==> src/rtl/hazard_controller_pkg.sv <==
// Shared pipeline constants and types for the hazard sequencer.
// Also provides the zero-register index used by the forwarding logic.
package hazard_controller_pkg;

  localparam logic [1:0] ST_RUN      = 2'd0;
  localparam logic [1:0] ST_MEM_WAIT = 2'd1;
  localparam logic [1:0] ST_HALT     = 2'd2;

  localparam logic [4:0] REG_ZERO = 5'd0;

  typedef enum logic [1:0] {
    S_RUN      = ST_RUN,
    S_MEM_WAIT = ST_MEM_WAIT,
    S_HALT     = ST_HALT
  } state_e;

endpackage

==> src/rtl/hazard_controller_sat_counter.sv <==
// Saturating up-counter with increment enable.
// Sticks at all-ones instead of wrapping.
module sat_counter #(
  parameter int W = 32
) (
  input  logic         clk,
  input  logic         rst,
  input  logic         inc_i,
  output logic [W-1:0] cnt_o
);

  logic [W-1:0] cnt_q;
  logic [W-1:0] cnt_d;

  always_comb begin
    cnt_d = cnt_q;
    if (inc_i && !(&cnt_q))
      cnt_d = cnt_q + 1'b1;
  end

  always_ff @(posedge clk or posedge rst) begin
    if (rst) cnt_q <= '0;
    else     cnt_q <= cnt_d;
  end

  assign cnt_o = cnt_q;

endmodule

==> src/rtl/hazard_controller.sv <==
// Stall/flush sequencer for the 5-stage pipeline: load-use bubbles,
// branch squashes, memory freezes, timeout watchdog and perf counters.
module hazard_controller
  import hazard_controller_pkg::*;
#(
  parameter int MEM_TIMEOUT = 16,
  parameter int CNT_W       = 32
) (
  input  logic             clk,
  input  logic             rst,
  input  logic [4:0]       ifid_rs1,
  input  logic [4:0]       ifid_rs2,
  input  logic             ifid_rs1_used,
  input  logic             ifid_rs2_used,
  input  logic             idex_memRead,
  input  logic [4:0]       idex_rd,
  input  logic             ex_branch_taken,
  input  logic             exmem_memAccess,
  input  logic             dmem_ready,
  output logic             pc_en,
  output logic             ifid_en,
  output logic             ifid_flush,
  output logic             idex_en,
  output logic             idex_flush,
  output logic             exmem_en,
  output logic             memwb_flush,
  output logic             halted,
  output logic [CNT_W-1:0] stall_cycles,
  output logic [CNT_W-1:0] flush_count,
  output logic [CNT_W-1:0] loaduse_count
);

  localparam int WC_W =
    (MEM_TIMEOUT < 2) ? 2 : $clog2(MEM_TIMEOUT + 1);
  localparam logic [WC_W:0] TO_V = (WC_W+1)'(MEM_TIMEOUT);

  state_e          state_q, state_d;
  logic [WC_W-1:0] wait_q, wait_d;
  logic            halted_q, halted_d;
  logic [WC_W:0]   wc_inc;

  logic freeze, lu;
  logic stall_inc, flush_inc, lu_inc;

  assign freeze = exmem_memAccess & ~dmem_ready;
  assign lu = idex_memRead & (idex_rd != REG_ZERO) &
    ((ifid_rs1_used & (ifid_rs1 == idex_rd)) |
     (ifid_rs2_used & (ifid_rs2 == idex_rd)));
  assign wc_inc = {1'b0, wait_q} + 1'b1;

  always_comb begin
    pc_en       = 1'b1;
    ifid_en     = 1'b1;
    idex_en     = 1'b1;
    exmem_en    = 1'b1;
    ifid_flush  = 1'b0;
    idex_flush  = 1'b0;
    memwb_flush = 1'b0;
    flush_inc   = 1'b0;
    lu_inc      = 1'b0;
    if (rst) begin
      pc_en       = 1'b0;
      ifid_en     = 1'b0;
      idex_en     = 1'b0;
      exmem_en    = 1'b0;
      ifid_flush  = 1'b1;
      idex_flush  = 1'b1;
      memwb_flush = 1'b1;
    end else if (state_q == S_HALT) begin
      pc_en    = 1'b0;
      ifid_en  = 1'b0;
      idex_en  = 1'b0;
      exmem_en = 1'b0;
    end else if (freeze) begin
      // WB still retires its result, so bubble MEM/WB to avoid a double write
      pc_en       = 1'b0;
      ifid_en     = 1'b0;
      idex_en     = 1'b0;
      exmem_en    = 1'b0;
      memwb_flush = 1'b1;
    end else if (ex_branch_taken) begin
      ifid_flush = 1'b1;
      idex_flush = 1'b1;
      flush_inc  = 1'b1;
    end else if (lu) begin
      pc_en      = 1'b0;
      ifid_en    = 1'b0;
      idex_flush = 1'b1;
      lu_inc     = 1'b1;
    end
  end

  assign stall_inc = ~rst & (state_q != S_HALT) & ~pc_en;

  always_comb begin
    state_d  = state_q;
    wait_d   = wait_q;
    halted_d = halted_q;
    unique case (state_q)
      S_RUN: begin
        if (freeze) begin
          if (MEM_TIMEOUT == 1) begin
            state_d  = S_HALT;
            halted_d = 1'b1;
          end else begin
            wait_d  = WC_W'(1);
            state_d = S_MEM_WAIT;
          end
        end
      end
      S_MEM_WAIT: begin
        if (!freeze) begin
          state_d = S_RUN;
          wait_d  = '0;
        end else if (MEM_TIMEOUT != 0 && wc_inc == TO_V) begin
          state_d  = S_HALT;
          halted_d = 1'b1;
        end else if (!(&wait_q)) begin
          wait_d = wc_inc[WC_W-1:0];
        end
      end
      S_HALT: state_d = S_HALT;
      default: state_d = S_RUN;
    endcase
  end

  always_ff @(posedge clk or posedge rst) begin
    if (rst) begin
      state_q  <= S_RUN;
      wait_q   <= '0;
      halted_q <= 1'b0;
    end else begin
      state_q  <= state_d;
      wait_q   <= wait_d;
      halted_q <= halted_d;
    end
  end

  assign halted = halted_q;

  sat_counter #(.W(CNT_W)) u_stall_cnt (
    .clk(clk), .rst(rst), .inc_i(stall_inc), .cnt_o(stall_cycles)
  );
  sat_counter #(.W(CNT_W)) u_flush_cnt (
    .clk(clk), .rst(rst), .inc_i(flush_inc), .cnt_o(flush_count)
  );
  sat_counter #(.W(CNT_W)) u_lu_cnt (
    .clk(clk), .rst(rst), .inc_i(lu_inc), .cnt_o(loaduse_count)
  );

endmodule

==> config.mk <==
export PLATFORM = sky130hd
export DESIGN_NAME = hazard_controller
export DESIGN_NICKNAME = d
export VERILOG_FILES = /design/src/rtl/hazard_controller_pkg.sv /design/src/rtl/hazard_controller_sat_counter.sv /design/src/rtl/hazard_controller.sv
export SDC_FILE = /design/constraint.sdc
export NUM_CORES = 1
export LEC_CHECK = 0
export CORE_MARGIN = 2
export CORE_UTILIZATION = 35
export CTS_CLUSTER_SIZE = 20
export DETAILED_ROUTE_END_ITERATION = 10
export GPL_TIMING_DRIVEN = 1
export PLACE_DENSITY = 0.68
export SYNTH_ARGS = -nofsm -noshare
export SYNTH_HDL_FRONTEND = slang
export SYNTH_SLANG_ARGS = --single-unit
export TNS_END_PERCENT = 30
==> constraint.sdc <==
create_clock -name clk -period 3.9 [get_ports clk]
set_clock_uncertainty 0.05 [all_clocks]
set_input_delay 0.78 -clock clk [delete_from_list [all_inputs] [get_ports clk]]
set_output_delay 0.78 -clock clk [all_outputs]
set_load 0.02 [all_outputs]
==> flow_summary.toml, run 1 <==
[clocking]
clock_path_buffers = 2
clkLatencyLatePin_ns = 0.35
cts_inserted_buffers = 9
cts_sinks = 104
cts_tree = "yes"
clkTransAtPathRegs_ns = 0.07
cts_root_buf = "clkbuf_16"
htree_levels = 3
cts_setup_buffers = 0

[power_and_ir_drop]
p_per_area_nw_per_um2 = 371
share_comb_of_total_power_pct = 13.1
p_sw_share_pct = 24.9
power_frac_seq_pct = 45.6
ir_worst_vdd_mv = 0.225
p_int_mw = 1.98
leakagePower_nw = 3.06
clkPwrFrac_pct = 41.3
power_switching_mw = 0.655

[final_layout]
final_nets = 670
final_util_pct = 48.7
syn_to_final_growth_pct = 35.6
n_antenna_cell = 0
layoutNonFillerInstCount = 831
drive_gt1_share_pct = 6.65
final_cell_area_um2 = 7100

[critical_path]
worstPathMaxFanout = 3
crit_start = "idex_rd[2]"
required_ns = 3.07
slowest_stage = "clkdlybuf4s50_1"
endpoint_kind = "output pin"
critical-path-top-delay-family = "buffers and inverters"
reg2reg_from = "u_stall_cnt.cnt_o[9]$_DFFE_PP0P_"
cpMostUsedCell = "clkdlybuf4s50_1"
path_cells = "clkdlybuf4s50_1 > or4_1 > o21ai_1 > nor2_1 > nor2b_1 > clkdlybuf4s50_1"
crit_arrival_ns = 2.95
crit_type = "primary input to output pin"
cp-start-kind = "primary input"
max_stage_delay_ns = 0.62
path_buf_inv = 2

[yosys]
synth_edf_count = 0
synth_cell_types = 57
avgSynthCellArea_um2 = 10.3
synthFlopType = "dfrtp_1"
synth_warnings = 0
ys_ff_latch = 104
synth_seq_area_share_pct = 49.7
syn_inst = 509
syn-num-nets = 537
synth_area_um2 = 5240
async_flop_share_pct = 100

[timing]
finalHoldViolCount = 0
hold_ws_ns = 0.441
max_freq_ghz = 0.265
finalSetupTns_ns = 0
slew_violations = 0
tightest_slew_ns = 0.971
rsz0062_at_grt = "no"
relSlewSlack_pct = 35.0
post-route-min-period_ns = 3.78
setup_violations = 0
finalCritPeriodShare_pct = 96.8

[placement]
dp.cells = 815
place.gp.congestion = 0.860
place_area_um2 = 6730
port_buffers = 126
dpl.hpwl_mm = 9.35

[die]
dieHeight_um = 126
initial_core_util_pct = 35.9
io-pin-count = 127
core.rowCount = 44
die-area_um2 = 16000
die_x_um = 126
core_um2 = 14600

[run]
maxCapViolCount = 0

[route]
drc_errors = 0
antenna_left = 0
num_vias = 4248
post_drt_wl_per_cell_um = 15.3
firstDrtPassIters = 4
wirelength_mm = 12.7
dr.first_iter.drc_count = 334
vias_per_cell = 5.11

[min_path]
holdCritPathClass = "flop to flop"
min-delay-start = "u_stall_cnt.cnt_o[22]$_DFFE_PP0P_"

[global_routing]
grt_pass1_wl_mm = 21.1
grt_pass1_vias = 4167
grt-ovfl-total = 0
grt.total_usage_pct = 16.3
grt_start_max_net_pins = 69
antenna_found_initial = 0

[run_status]
status = "completed"
## power groups by stage
stage / clock network [mW] / logic, mW / registers (mW)
5_1_grt: 1.15 / 0.377 / 1.21
4_1_cts: 1.11 / 0.350 / 1.20
3_5_place_dp: 0 / 0.348 / 1.22
3_3_place_gp: 0 / 0.342 / 1.22
6_report: 1.09 / 0.346 / 1.20
2_1_floorplan: 0 / 0.134 / 1.26
## state kept, by name (all words and copies together) (netlist names)
signal             cells
halted                 1
state_q                2
u_flush_cnt.cnt_o     32
u_lu_cnt.cnt_o        32
u_stall_cnt.cnt_o     32
wait_q                 5
## cell type report
class,count,area [µm²]
fill,1301,7490
multi-input combinational,376,2500
clock inverter,4,98.8
clock buffer,12,267
tap,184,230
timing repair buffer,136,1340
sequential,104,2600
inverter,15,60.1
## worst reg2reg max path: stages, from the launching register on
cell and delay, ns:
dfrtp_1 0.44, nand4_1 0.22, nand4bb_1 0.45, or3_1 0.52, o211ai_2 0.78, buf_4 0.29, nor3_1 0.07, xor2_1 0.15
## routing by layer
layer | share of wire [%] | track usage (%) | vias up
li1 | - | - | 2044
met2 | 48 | 26.2 | 120
met3 | 4.8 | 4.09 | 16
met1 | 45 | 21.6 | 2068
met5 | 0 | 0 | -
met4 | 1.5 | 5.30 | 0
## final timing paths
path | endpoint | cells past startpoint | slack [ns]
hold / removal | u_stall_cnt.cnt_o[22]$_DFFE_PP0P_ | 1 | 0.44
min in group asynchronous | halted$_DFFE_PP0P_ | 3 | 1.06
max in group asynchronous | u_flush_cnt.cnt_o[21]$_DFFE_PP0P_ | 3 | 2.00
hold reg to reg | u_stall_cnt.cnt_o[22]$_DFFE_PP0P_ | 1 | 0.44
setup reg to reg | u_stall_cnt.cnt_o[6]$_DFFE_PP0P_ | 7 | 0.82
setup / recovery | ifid_en | 6 | 0.12
## stage by stage
step	total power [mW]	setup slack [ns]
after floorplan	1.39	-0.0252
after global placement	1.56	0.109
after detailed placement	1.57	0.0455
after CTS	2.66	0.0432
after global routing	2.73	0.0622
final	2.63	0.125
## cell usage in the layout (no fill, tap or decap), types with 6 or more instances in the layout
cell type        synthesis  layout
clkdlybuf4s50_1          0     125
dfrtp_1                104     104
xnor2_1                 62      62
nand2_1                 49      49
xor2_1                  41      41
nand3_1                 34      34
nor2_1                  34      34
nand4_1                 32      32
nor3_1                  29      29
inv_1                   15      14
buf_4                    5      10
nor4_1                   9       9
clkbuf_16                0       9
and3_1                   7       7
o21ai_0                  7       6
a21oi_1                  6       6
## Yosys cell counts, types with 2 or more instances
cell type / number / area, µm²
xor2_1: 41 / 359
nand2_1: 49 / 184
a21oi_1: 6 / 30.0
nand3_1: 34 / 170
buf_4: 5 / 37.5
o21ai_0: 7 / 35.0
nor2b_1: 2 / 12.5
and4_1: 5 / 43.8
or4_1: 4 / 30.0
nor2_1: 34 / 128
nor3_1: 29 / 145
buf_2: 6 / 30.0
o21bai_1: 2 / 15.0
nor4_1: 9 / 56.3
inv_1: 15 / 56.3
dfrtp_1: 104 / 2600
nor3b_1: 4 / 30.0
ha_1: 5 / 62.6
xnor2_1: 62 / 543
a22oi_1: 3 / 22.5
and3_1: 7 / 43.8
and2_1: 2 / 12.5
nand4_1: 32 / 200
or3_1: 4 / 25.0
nand2b_1: 5 / 31.3
clkbuf_1: 2 / 7.51
## cell families (layout without fill, tap and decap cells)
family	Yosys count	in the layout	share of synthesized area, %
fa+ha+maj	5	5	1.19
buf+inv	29	167	2.58
xor+xnor	103	103	17.2
compound gates	28	28	3.75
mux	3	3	0.621
simple gates	237	237	25.0
flops	104	104	49.7
## repair_timing
item,in CTS,in global routing
setup endpoints to repair,0,2
hold buffers,0,0
resized for setup,0,2
No activity file was read; power rests on OpenSTA's default activity.
==> run 2, diff against run 1 <==
- SKIP_LAST_GASP: default -> 1
==> flow_summary.toml, run 2 (synthesized netlist as in run 1, its figures left out) <==
[run_status]
status = "completed"

[timing]
finalHoldViolCount = 0
tightest_slew_ns = 0.972
finalCritPeriodShare_pct = 98.6
rsz0062_at_grt = "yes"
layout_setup_ws_ns = 0.0556
max_freq_ghz = 0.260
relSlewSlack_pct = 35.0
setup_violations = 0
finalSetupTns_ns = 0
slew_violations = 0
hold_ws_ns = 0.441
post-route-min-period_ns = 3.84

[route]
antenna_left = 0
num_vias = 4253
post_drt_wl_per_cell_um = 15.3
wirelength_mm = 12.7
firstDrtPassIters = 4
dr.first_iter.drc_count = 334
vias_per_cell = 5.12
drc_errors = 0

[die]
initial_core_util_pct = 35.9
die_x_um = 126
core.rowCount = 44
io-pin-count = 127
die-area_um2 = 16000
dieHeight_um = 126
core_um2 = 14600

[final_layout]
final_util_pct = 48.7
drive_gt1_share_pct = 6.65
final_common_cell = "clkdlybuf4s50_1"
n_antenna_cell = 0
syn_to_final_growth_pct = 35.6
layout_common_cells = "125 x clkdlybuf4s50_1, 104 x dfrtp_1, 62 x xnor2_1"
final_nets = 670

[global_routing]
met1_usage_pct = 21.6
grt_start_max_net_pins = 69
antenna_found_initial = 0
grt_pass1_vias = 4167
met3_usage_pct = 4.09
grt.total_usage_pct = 16.3
grt-ovfl-total = 0
use_met2_pct = 26.2
grt-busiest-layer = "met2"
grt_pass1_wl_mm = 21.1

[clocking]
clock_path_buffers = 2
cts_sinks = 104
cts_tree = "yes"
clkTransAtPathRegs_ns = 0.07
clkLatencyLatePin_ns = 0.35
cts_root_buf = "clkbuf_16"
cts_setup_buffers = 0
htree_levels = 3
cts_inserted_buffers = 9

[placement]
dpl.hpwl_mm = 9.35
place.gp.congestion = 0.860
dpl_worst_slack_ns = 0.0455
port_buffers = 126

[critical_path]
endpoint_kind = "output pin"
crit_type = "primary input to output pin"
cp-start-kind = "primary input"
crit_arrival_ns = 3.01
worstPathMaxFanout = 3
required_ns = 3.07

[run]
maxCapViolCount = 0

[min_path]
holdCritPathClass = "flop to flop"

[power_and_ir_drop]
p_per_area_nw_per_um2 = 371
ir_worst_vdd_mv = 0.225
leakagePower_nw = 3.06
==> run 2: changes by cell type in the layout (fill, tap and decap cells not counted) <==
cell     delta
o21ai_0     +1
o21ai_1     -1
==> run 2: metal layers <==
metal / part of all wire, % / up-vias
met4: 1.5 / 0
met3: 5.2 / 16
met5: 0 / -
met2: 48 / 124
li1: - / 2045
met1: 45 / 2068
==> run 2: area by class of cell <==
type                            instances  area, µm²
Tap cell                              184        230
Clock buffer                           12        267
Inverter                               15       60.1
Timing Repair Buffer                  136       1340
Sequential cell                       104       2600
Fill cell                            1301       7490
Multi-Input combinational cell        376       2500
Clock inverter                          4       98.8
==> run 2: worst paths after layout <==
check | startpoint | end | slack, ns | depth (start not counted)
setup / recovery | idex_rd[2] | ifid_en | 0.06 | 6
hold / removal | u_stall_cnt.cnt_o[22]$_DFFE_PP0P_ | u_stall_cnt.cnt_o[22]$_DFFE_PP0P_ | 0.44 | 1
setup reg to reg | u_stall_cnt.cnt_o[9]$_DFFE_PP0P_ | u_stall_cnt.cnt_o[6]$_DFFE_PP0P_ | 0.82 | 7
hold reg to reg | u_stall_cnt.cnt_o[22]$_DFFE_PP0P_ | u_stall_cnt.cnt_o[22]$_DFFE_PP0P_ | 0.44 | 1
max in group asynchronous | rst | u_flush_cnt.cnt_o[21]$_DFFE_PP0P_ | 2.00 | 3
min in group asynchronous | rst | halted$_DFFE_PP0P_ | 1.06 | 3
==> run 2: through the flow <==
stage | cell area, µm² | power [mW] | instances
after floorplan | 5250 | 1.39 | 509
after global placement | 6730 | 1.56 | 815
after detailed placement | 6730 | 1.57 | 815
after CTS | 7100 | 2.66 | 831
after global routing | 7100 | 2.73 | 831
final | 7100 | 2.63 | 831
==> run 2: timing repair <==
action / in CTS / in global routing
setup endpoints to repair: 0 / 2
endpoints found under the hold margin: 0 / 0
hold buffers: 0 / 0
resized for setup: 0 / 1
==> run 2: critical path, cell delays in order <==
cell and delay [ns]:
clkdlybuf4s50_1 0.48, or4_1 0.59, o21ai_0 0.27, nor2_1 0.10
nor2b_1 0.17, clkdlybuf4s50_1 0.62
==> run 2: where the power goes <==
group | internal (mW) | switching [mW] | total [mW]
clock | 0.682 | 0.404 | 1.09
sequential | 1.13 | 0.0748 | 1.20
combinational | 0.169 | 0.176 | 0.346
total | 1.98 | 0.655 | 2.63
